==> config.mk <==
export PLATFORM = sky130hd
export DESIGN_NAME = cache_control_4
export DESIGN_NICKNAME = d
export VERILOG_FILES = /design/src/rtl/cache_control_4.sv
export SDC_FILE = /design/constraint.sdc
export NUM_CORES = 1
export LEC_CHECK = 0
export CORE_ASPECT_RATIO = 0.8
export CORE_UTILIZATION = 30
export CTS_BUF_LIST = sky130_fd_sc_hd__clkbuf_2
export DETAILED_ROUTE_END_ITERATION = 8
export PLACE_DENSITY = 0.94
export SLEW_MARGIN = 0
export SYNTH_ARGS = -nofsm -noshare
export SYNTH_HDL_FRONTEND = slang
export SYNTH_SLANG_ARGS = --single-unit
==> constraint.sdc <==
create_clock -name clk -period 2.04 [get_ports clk]
set_input_delay 0.51 -clock clk [delete_from_list [all_inputs] [get_ports clk]]
set_output_delay 0.51 -clock clk [all_outputs]
set_load 0.02 [all_outputs]
==> src/rtl/cache_control_4.sv <==
// Sequencing FSM for the 4-way, 8-set cache: hit, writeback, allocate, PLRU.
// Optional CACHE_PERF_CNT_EN builds saturating hit/miss/writeback counters.
module cache_control_4 #(
    parameter int s_way = 4,
    parameter int s_lru = 3
) (
    input  logic                 clk,
    input  logic                 rst,
    input  logic                 mem_read,
    input  logic                 mem_write,
    output logic                 mem_resp,
    output logic                 pmem_read,
    output logic                 pmem_write,
    input  logic                 pmem_resp,
    input  logic [s_way-1:0]     hit,
    input  logic [s_way-1:0]     dirty_out,
    input  logic [s_lru-1:0]     lru_out,
    output logic                 read_en,
    output logic [s_way-1:0]     tag_load,
    output logic [s_way-1:0]     valid_load,
    output logic [s_way-1:0]     dirty_load,
    output logic [s_way-1:0]     valid_in,
    output logic [s_way-1:0]     dirty_in,
    output logic [2*s_way-1:0]   write_sel_way,
    output logic [s_way-1:0]     write_read_sel,
    output logic                 lru_load,
    output logic [s_lru-1:0]     lru_in,
    output logic [1:0]           way_sel,
    output logic                 new_address_sel,
    output logic [31:0]          hit_count,
    output logic [31:0]          miss_count,
    output logic [31:0]          wb_count
);

    typedef enum logic [2:0] {
        IDLE,
        CHECK,
        WB,
        ALLOC,
        REREAD
    } state_e;

    state_e     state_q, state_d;
    logic [1:0] victim_q, victim_d;
    logic       write_q, write_d;

    logic       hit_any;
    logic [1:0] hit_way;
    logic [1:0] plru_victim;
    logic [2:0] plru_next;

    // Lowest-index way wins if the datapath ever reports several hits.
    always_comb begin
        hit_any = |hit;
        if (hit[0])      hit_way = 2'd0;
        else if (hit[1]) hit_way = 2'd1;
        else if (hit[2]) hit_way = 2'd2;
        else             hit_way = 2'd3;
    end

    assign plru_victim = lru_out[0] ? {1'b1, lru_out[2]}
                                    : {1'b0, lru_out[1]};

    always_comb begin
        case (hit_way)
            2'd0:    plru_next = {lru_out[2], 1'b1, 1'b1};
            2'd1:    plru_next = {lru_out[2], 1'b0, 1'b1};
            2'd2:    plru_next = {1'b1, lru_out[1], 1'b0};
            default: plru_next = {1'b0, lru_out[1], 1'b0};
        endcase
    end

    always_comb begin
        state_d         = state_q;
        victim_d        = victim_q;
        write_d         = write_q;
        mem_resp        = 1'b0;
        pmem_read       = 1'b0;
        pmem_write      = 1'b0;
        read_en         = 1'b0;
        tag_load        = '0;
        valid_load      = '0;
        dirty_load      = '0;
        valid_in        = '0;
        dirty_in        = '0;
        write_sel_way   = '0;
        write_read_sel  = '0;
        lru_load        = 1'b0;
        lru_in          = '0;
        way_sel         = 2'd0;
        new_address_sel = 1'b0;
        // Outputs are held low while reset is asserted.
        if (!rst) begin
            case (state_q)
                IDLE: begin
                    read_en = 1'b1;
                    if (mem_read || mem_write) begin
                        state_d = CHECK;
                        write_d = mem_write;
                    end
                end
                CHECK: begin
                    read_en = 1'b1;
                    if (hit_any) begin
                        way_sel  = hit_way;
                        mem_resp = 1'b1;
                        lru_load = 1'b1;
                        lru_in   = plru_next;
                        if (write_q) begin
                            write_sel_way[{hit_way, 1'b0} +: 2] = 2'b10;
                            write_read_sel[hit_way] = 1'b1;
                            dirty_load[hit_way]     = 1'b1;
                            dirty_in[hit_way]       = 1'b1;
                        end
                        state_d = IDLE;
                    end else begin
                        way_sel  = plru_victim;
                        victim_d = plru_victim;
                        state_d  = dirty_out[plru_victim] ? WB : ALLOC;
                    end
                end
                WB: begin
                    read_en         = 1'b1;
                    new_address_sel = 1'b1;
                    way_sel         = victim_q;
                    pmem_write      = 1'b1;
                    if (pmem_resp) state_d = ALLOC;
                end
                ALLOC: begin
                    way_sel   = victim_q;
                    pmem_read = 1'b1;
                    if (pmem_resp) begin
                        write_sel_way[{victim_q, 1'b0} +: 2] = 2'b01;
                        tag_load[victim_q]   = 1'b1;
                        valid_load[victim_q] = 1'b1;
                        valid_in[victim_q]   = 1'b1;
                        dirty_load[victim_q] = 1'b1;
                        state_d = REREAD;
                    end
                end
                REREAD: begin
                    read_en = 1'b1;
                    state_d = CHECK;
                end
                default: state_d = IDLE;
            endcase
        end
    end

    always_ff @(posedge clk) begin
        if (rst) begin
            state_q  <= IDLE;
            victim_q <= 2'd0;
            write_q  <= 1'b0;
        end else begin
            state_q  <= state_d;
            victim_q <= victim_d;
            write_q  <= write_d;
        end
    end

`ifdef CACHE_PERF_CNT_EN
    logic [31:0] hit_cnt_q, miss_cnt_q, wb_cnt_q;
    logic        reread_q;

    // Hits reached via REREAD complete a miss and are not counted again.
    always_ff @(posedge clk) begin
        if (rst) begin
            hit_cnt_q  <= '0;
            miss_cnt_q <= '0;
            wb_cnt_q   <= '0;
            reread_q   <= 1'b0;
        end else begin
            reread_q <= (state_q == REREAD);
            if (state_q == CHECK && hit_any && !reread_q && hit_cnt_q != '1)
                hit_cnt_q <= hit_cnt_q + 32'd1;
            if (state_q == CHECK && !hit_any && miss_cnt_q != '1)
                miss_cnt_q <= miss_cnt_q + 32'd1;
            if (state_q == WB && pmem_resp && wb_cnt_q != '1)
                wb_cnt_q <= wb_cnt_q + 32'd1;
        end
    end

    assign hit_count  = hit_cnt_q;
    assign miss_count = miss_cnt_q;
    assign wb_count   = wb_cnt_q;
`else
    assign hit_count  = 32'd0;
    assign miss_count = 32'd0;
    assign wb_count   = 32'd0;
`endif

endmodule

==> metrics.cfg <==
[timing]
fin_ws_ns = -0.0157
clock-skew-final_ns = 0.00286
drv_slew = 0
fin_crit_ns = 2.06
clock.fmax_ghz = 0.486
rsz0062_at_grt = yes
holdWs_ns = 0.603
setup_viol = 2
finalSetupTns_ns = -0.0292
hold_viol_final = 0
fin_crit_sh_pct = 101

[synth]
ys_dominant_reg_cell = dfxtp_1
synth_warnings = 0
syn_inst = 199
syn_area_mm2 = 0.00151
ys_seq_area_share_pct = 7.98
syn_avg_cell_area_um2 = 7.56
synthTopCellsByCount = buf_4, nor2_1, dfxtp_1, nand2_1, nor3_1
synthArstFlopShare_pct = 0
ys_seq_elements = 6
yosys-top-cells-area = buf_4, dfxtp_1, mux2i_1, nor2_1, nor3_1
yosysTopAreaCellShare_pct = 55.4
yosysMostFrequentCell = buf_4
synthDistinctLibCells = 39
synth_edf_count = 0
synth_top_area_cell = buf_4

[job]
maxCapViolations = 0

[critical_path]
reg2reg_to = state_q[0]
worst-setup-path-type = reg -> out
ff2ff_setup_slack_ns = 0.77
startpoint_type = register
crit_fanout = 8
arrival_ns = 1.55
timing.critical_path.to = way_sel[1]
setup.worst_path.end_class = output port
critical_path_required_ns = 1.53
timing.rr.start = state_q[2]
worstRegToRegCells = 6
crit_start = state_q[1]

[place]
routabilityCongestion = 0.828
pre_cts_ws_ns = -0.931
place_inst = 325
io_buffers = 58
dpl.hpwl_um = 2970
placed_cell_area_mm2 = 0.00188

[run_status]
outcome = complete, but fails checks
violations = negative setup slack

[floorplanning]
rows = 22
dieArea_mm2 = 0.00531
initial_core_util_pct = 32.0
dieWidth_um = 81.2
ioPinCount = 155
dieHeight_um = 65.4
core_mm2 = 0.00471

[hold_path]
min_path_type = reg -> reg

[global_route]
grt_pass1_wl_um = 5110
antenna_found_initial = 0
grt-ovfl-total = 0
grt_max_degree = 12
first_global_vias = 1075
grt_use_total_pct = 12.9

[clock_network]
clk_latency_ns = 0.24
clock-sinks = 6
clk_pin_slew_ns = 0.07
cts_buffers = 3
htree_levels = 1
clock_path_buffers = 2
cts_tree = built
root_buffer = clkbuf_2

[detailed_routing]
drt_first_pass_iters = 4
avgRoutedWirePerCell_um = 11.0
drc = 0
via_per_inst = 3.90
postRouteWirelength_um = 3630
drt_iter0_drc = 73
num_vias = 1288
ant_nets = 0

[cells_and_area]
layout-area-overhead-vs-synth_pct = 25.3
nets = 288
diodes = 0
fin_area_mm2 = 0.00189
drive_above_1_share_pct = 41.1
fillers = 507
fin_cells = 330
post-route-util_pct = 40.1

[power]
p_sw_mw = 0.315
power.internal_mw = 0.260
switching_share_pct = 54.8
p_clk_share_pct = 15.6
p_seq_share_pct = 21.5
p_comb_share_pct = 62.8
total_power_mw = 0.575
peakVddDrop_v = 0.000165
p_per_area_mw_per_mm2 = 305
power.leakage_nw = 1.07

[how the worst min path moves through the flow]
| stage | from | slack, ns | end | depth (start not counted) |
|---|---|---|---|---|
| final | state_q[2] | 0.60 | state_q[1] | 2 |
| after floorplan | write_q | 0.48 | write_q | 2 |
| after global placement | write_q | 0.59 | write_q | 3 |
| after global routing | state_q[2] | 0.64 | state_q[1] | 2 |
| after CTS | state_q[2] | 0.60 | state_q[1] | 2 |
| after detailed placement | write_q | 0.59 | write_q | 3 |
[power by group through the flow]
stage | registers, mW | logic, mW | clock network (mW)
3_3_place_gp | 0.128 | 0.349 | 0
3_5_place_dp | 0.129 | 0.354 | 0
5_1_grt | 0.124 | 0.386 | 0.102
6_report | 0.124 | 0.361 | 0.0898
4_1_cts | 0.124 | 0.348 | 0.0921
2_1_floorplan | 0.129 | 0.383 | 0
[area by class of cell]
type | instances | area (um^2) | area share [%]
flip-flops and latches | 6 | 128 | 6.77
clock buffers | 3 | 15.0 | 0.796
repair buffers | 89 | 671 | 35.6
well taps | 60 | 75.1 | 3.98
inverters | 2 | 7.51 | 0.398
multi-input cells | 170 | 990 | 52.5
[critical path, stage by stage (launching register included)]
cell and delay [ns]:
dfxtp_4 0.37, buf_6 0.13, and2b_2 0.24, o311a_1 0.20
a21oi_2 0.05, nor3_2 0.16, buf_4 0.16
[metal layers]
layer  vias up  part of all wire [%]  global-route usage [%]
li1        594                     -                       -
met3         7                   7.8                    3.33
met2        85                    54                    23.2
met1       602                    37                    14.4
met4         0                   1.2                    5.13
met5         -                     0                       0
[registers in the layout, summed over array words and instances (netlist names)]
name      count
victim_q      2
write_q       1
state_q       3
[kinds of logic after synthesis]
logic type	Yosys count	share of synthesized area, %
buffers and inverters	118	57.7
muxes	5	3.33
other	1	0.249
DFF	6	7.98
AOI/OAI and AO/OA	14	6.73
and+or+nand+nor	54	23.4
adders and majority gates	1	0.665
[timing repair]
item                                    CTS  global route
buffers inserted                          0             2
resized for setup                       196            49
endpoints found under the setup margin   43            33
gates cloned                              0             0
hold buffers                              0             0
pin swaps                                12            14
[placed cells by master, fill, tap and decap left out, types with 2 or more instances in the layout]
cell	Yosys	layout
buf_4	111	37
nand2_1	6	4
inv_1	2	2
conb_1	1	96
nor3b_2	2	2
buf_2	1	19
and3b_2	0	2
and3_1	4	3
a22oi_1	2	2
dfxtp_4	0	2
nor2_4	1	3
a21oi_1	5	4
nor4_4	1	2
dfxtp_1	6	4
buf_6	1	10
nand2_2	1	3
nor3b_4	1	3
clkbuf_2	0	12
clkdlybuf4s50_1	0	6
dlygate4sd2_1	0	4
or2_1	3	3
nor2_1	13	11
clkdlybuf4s15_2	0	4
nor3_2	1	4
nor3_1	6	3
mux2i_1	5	5
(Power assumes the default switching activity.)
==> variant, RTL diff (config.mk and constraints unchanged) <==
Encoding of `state_e`: now one-hot (5 bits for 5 states).
--- a/src/rtl/cache_control_4.sv
+++ b/src/rtl/cache_control_4.sv
@@ -33,10 +33,10 @@
 );
 
-    typedef enum logic [2:0] {
-        IDLE,
-        CHECK,
-        WB,
-        ALLOC,
-        REREAD
+    typedef enum logic [4:0] {
+        IDLE   = 5'b00001,
+        CHECK  = 5'b00010,
+        WB     = 5'b00100,
+        ALLOC  = 5'b01000,
+        REREAD = 5'b10000
     } state_e;
 
Formal check against the unedited RTL: no difference found for any inputs over 10 cycles, from zero or initial values and one cycle with rst high; not proved beyond that.
==> variant against the original RTL <==
  * The flow still finishes with violations (setup timing)
  * Design area is 29% higher
  * Clock power is 14% higher
  * Sequential cell count is 2 higher
  * Critical path depth is 1 higher
  * Setup slack worse by 95 ps
  * Sequential share of layout area is 0.51 points higher
  * Via count is 22% higher
  * Area after synthesis is 10% higher
  * Wire length is 32% higher
  * Power is 68% higher
  * Count of clock-buffer cells in the layout stayed put
  * Combinational power is 78% higher
  * Die area is 10% higher
  * Critical path type unchanged
  * Critical endpoint unchanged
  * Highest routed layer unchanged
==> variant: results <==
export IMPL_status="finished with violations"
export IMPL_violations="setup timing"
export IMPL_cts_htree_levels=1
export IMPL_post_route_drc_count=0
export IMPL_stdcell_count=372
export IMPL_dp_hpwl_mm=3.51
export IMPL_crit_fanout=2
export IMPL_highest_layer="met4"
export IMPL_clockBufferDepth=2
export IMPL_leakagePower_nw=1.18
export IMPL_io_buffers=58
export IMPL_finalSetupTns_ps=-1370
export IMPL_first_global_vias=1333
export IMPL_antenna_found_initial=0
export IMPL_cp_slowest_cell="dfxtp_4"
export IMPL_wirelength_mm=4.79
export IMPL_drive_above_1_share_pct=46.1
export IMPL_insertedDiodeCount=0
export IMPL_first_pass_iters=4
export IMPL_synth_cells=226
export IMPL_ir_worst_vdd_v=0.000194
export IMPL_wl_met1_mm=1.92
export IMPL_grt_pass1_wl_mm=6.72
export IMPL_drtIter0Drc=58
export IMPL_root_buffer="clkbuf_2"
export IMPL_cts_buffers_inserted=3
export IMPL_reg2regPathDepth=5
export IMPL_fin_ws_ps=-110
export IMPL_synth_area_top_cells="buf_4 50%, dfxtp_1 9.6%, mux2i_1 3.6%"
export IMPL_critPathLaunch="state_q[2]$_SDFFE_PP0P_"
export IMPL_setup_viol=31
export IMPL_met2WireLength_mm=2.50
export IMPL_place_inst=360
export IMPL_slew_headroom_pct=64.8
export IMPL_r2r_setup_slack_ps=290
export IMPL_gp_congestion=0.839
export IMPL_die_x_um=85.2
export IMPL_yosys_top_cells_count="110 x buf_4, 16 x nor2_1, 8 x dfxtp_1, 8 x nor3_1"
export IMPL_final_area_mm2=0.00242
export IMPL_finClkSkew_ps=3.44
export IMPL_placed_area_mm2=0.00213
export IMPL_critical_path_top_delay_family="buffers and inverters"
export IMPL_async_flop_share_pct=0
export IMPL_track_usage_pct=14.8
export IMPL_yosysSeqAreaShare_pct=9.65
export IMPL_path_clk_slew_ps=90
export IMPL_largestRegisters="state_q x5, victim_q x2, write_q x1"
export IMPL_place_ws_ps=-1040
export IMPL_ys_types=41
export IMPL_dr_total_vias=1571
export IMPL_r2r_end="state_q[0]$_SDFFE_PP1P_"
export IMPL_critPathArrivalTime_ps=1640
export IMPL_fillers=492
export IMPL_met3RoutedLength_um=333
export IMPL_nNetsFinal=328
-- variant: layer usage --
metal / vias to the layer above / track usage [%]
met5: - / 0
met1: 736 / 18.6
met3: 4 / 2.38
li1: 745 / -
met2: 86 / 26.6
met4: 0 / 4.66
-- variant: repair_timing --
action	in CTS	in global routing
setup buffers	5	4
gates resized for setup	271	60
endpoints found under the setup margin	44	43
pin swaps	15	15
-- variant: how the worst min path moves through the flow --
stage	to	cells past startpoint	slack, ps	start
3_3_place_gp	victim_q[0]$_SDFFE_PP0P_	2	590	victim_q[0]$_SDFFE_PP0P_
2_1_floorplan	write_q$_SDFFE_PP0P_	2	560	write_q$_SDFFE_PP0P_
6_report	victim_q[0]$_SDFFE_PP0P_	2	670	victim_q[0]$_SDFFE_PP0P_
5_1_grt	victim_q[1]$_SDFFE_PP0P_	4	690	lru_out[0]
3_5_place_dp	victim_q[0]$_SDFFE_PP0P_	2	600	victim_q[0]$_SDFFE_PP0P_
4_1_cts	victim_q[0]$_SDFFE_PP0P_	2	650	victim_q[0]$_SDFFE_PP0P_
-- variant: report_power, final --
group / total (mW) / internal (mW) / switching, mW
Combinational: 0.644 / 0.259 / 0.385
Sequential: 0.222 / 0.180 / 0.0419
Clock: 0.102 / 0.0401 / 0.0615
-- variant: cells by family after synthesis --
family | share of synthesized area [%]
multiplexers | 3.62
buffers and inverters | 52.5
other | 0.226
XOR/XNOR | 1.58
AO/OA/AOI/OAI | 10.9
AND/OR/NAND/NOR | 21.6
flip-flops | 9.65
-- variant: area by class of cell --
cell class,instances,area share [%]
Sequential cell,8,7.28
Timing Repair Buffer,104,37.0
Clock buffer,3,0.620
Tap cell,62,3.20
Multi-Input combinational cell,192,51.4
Inverter,3,0.465
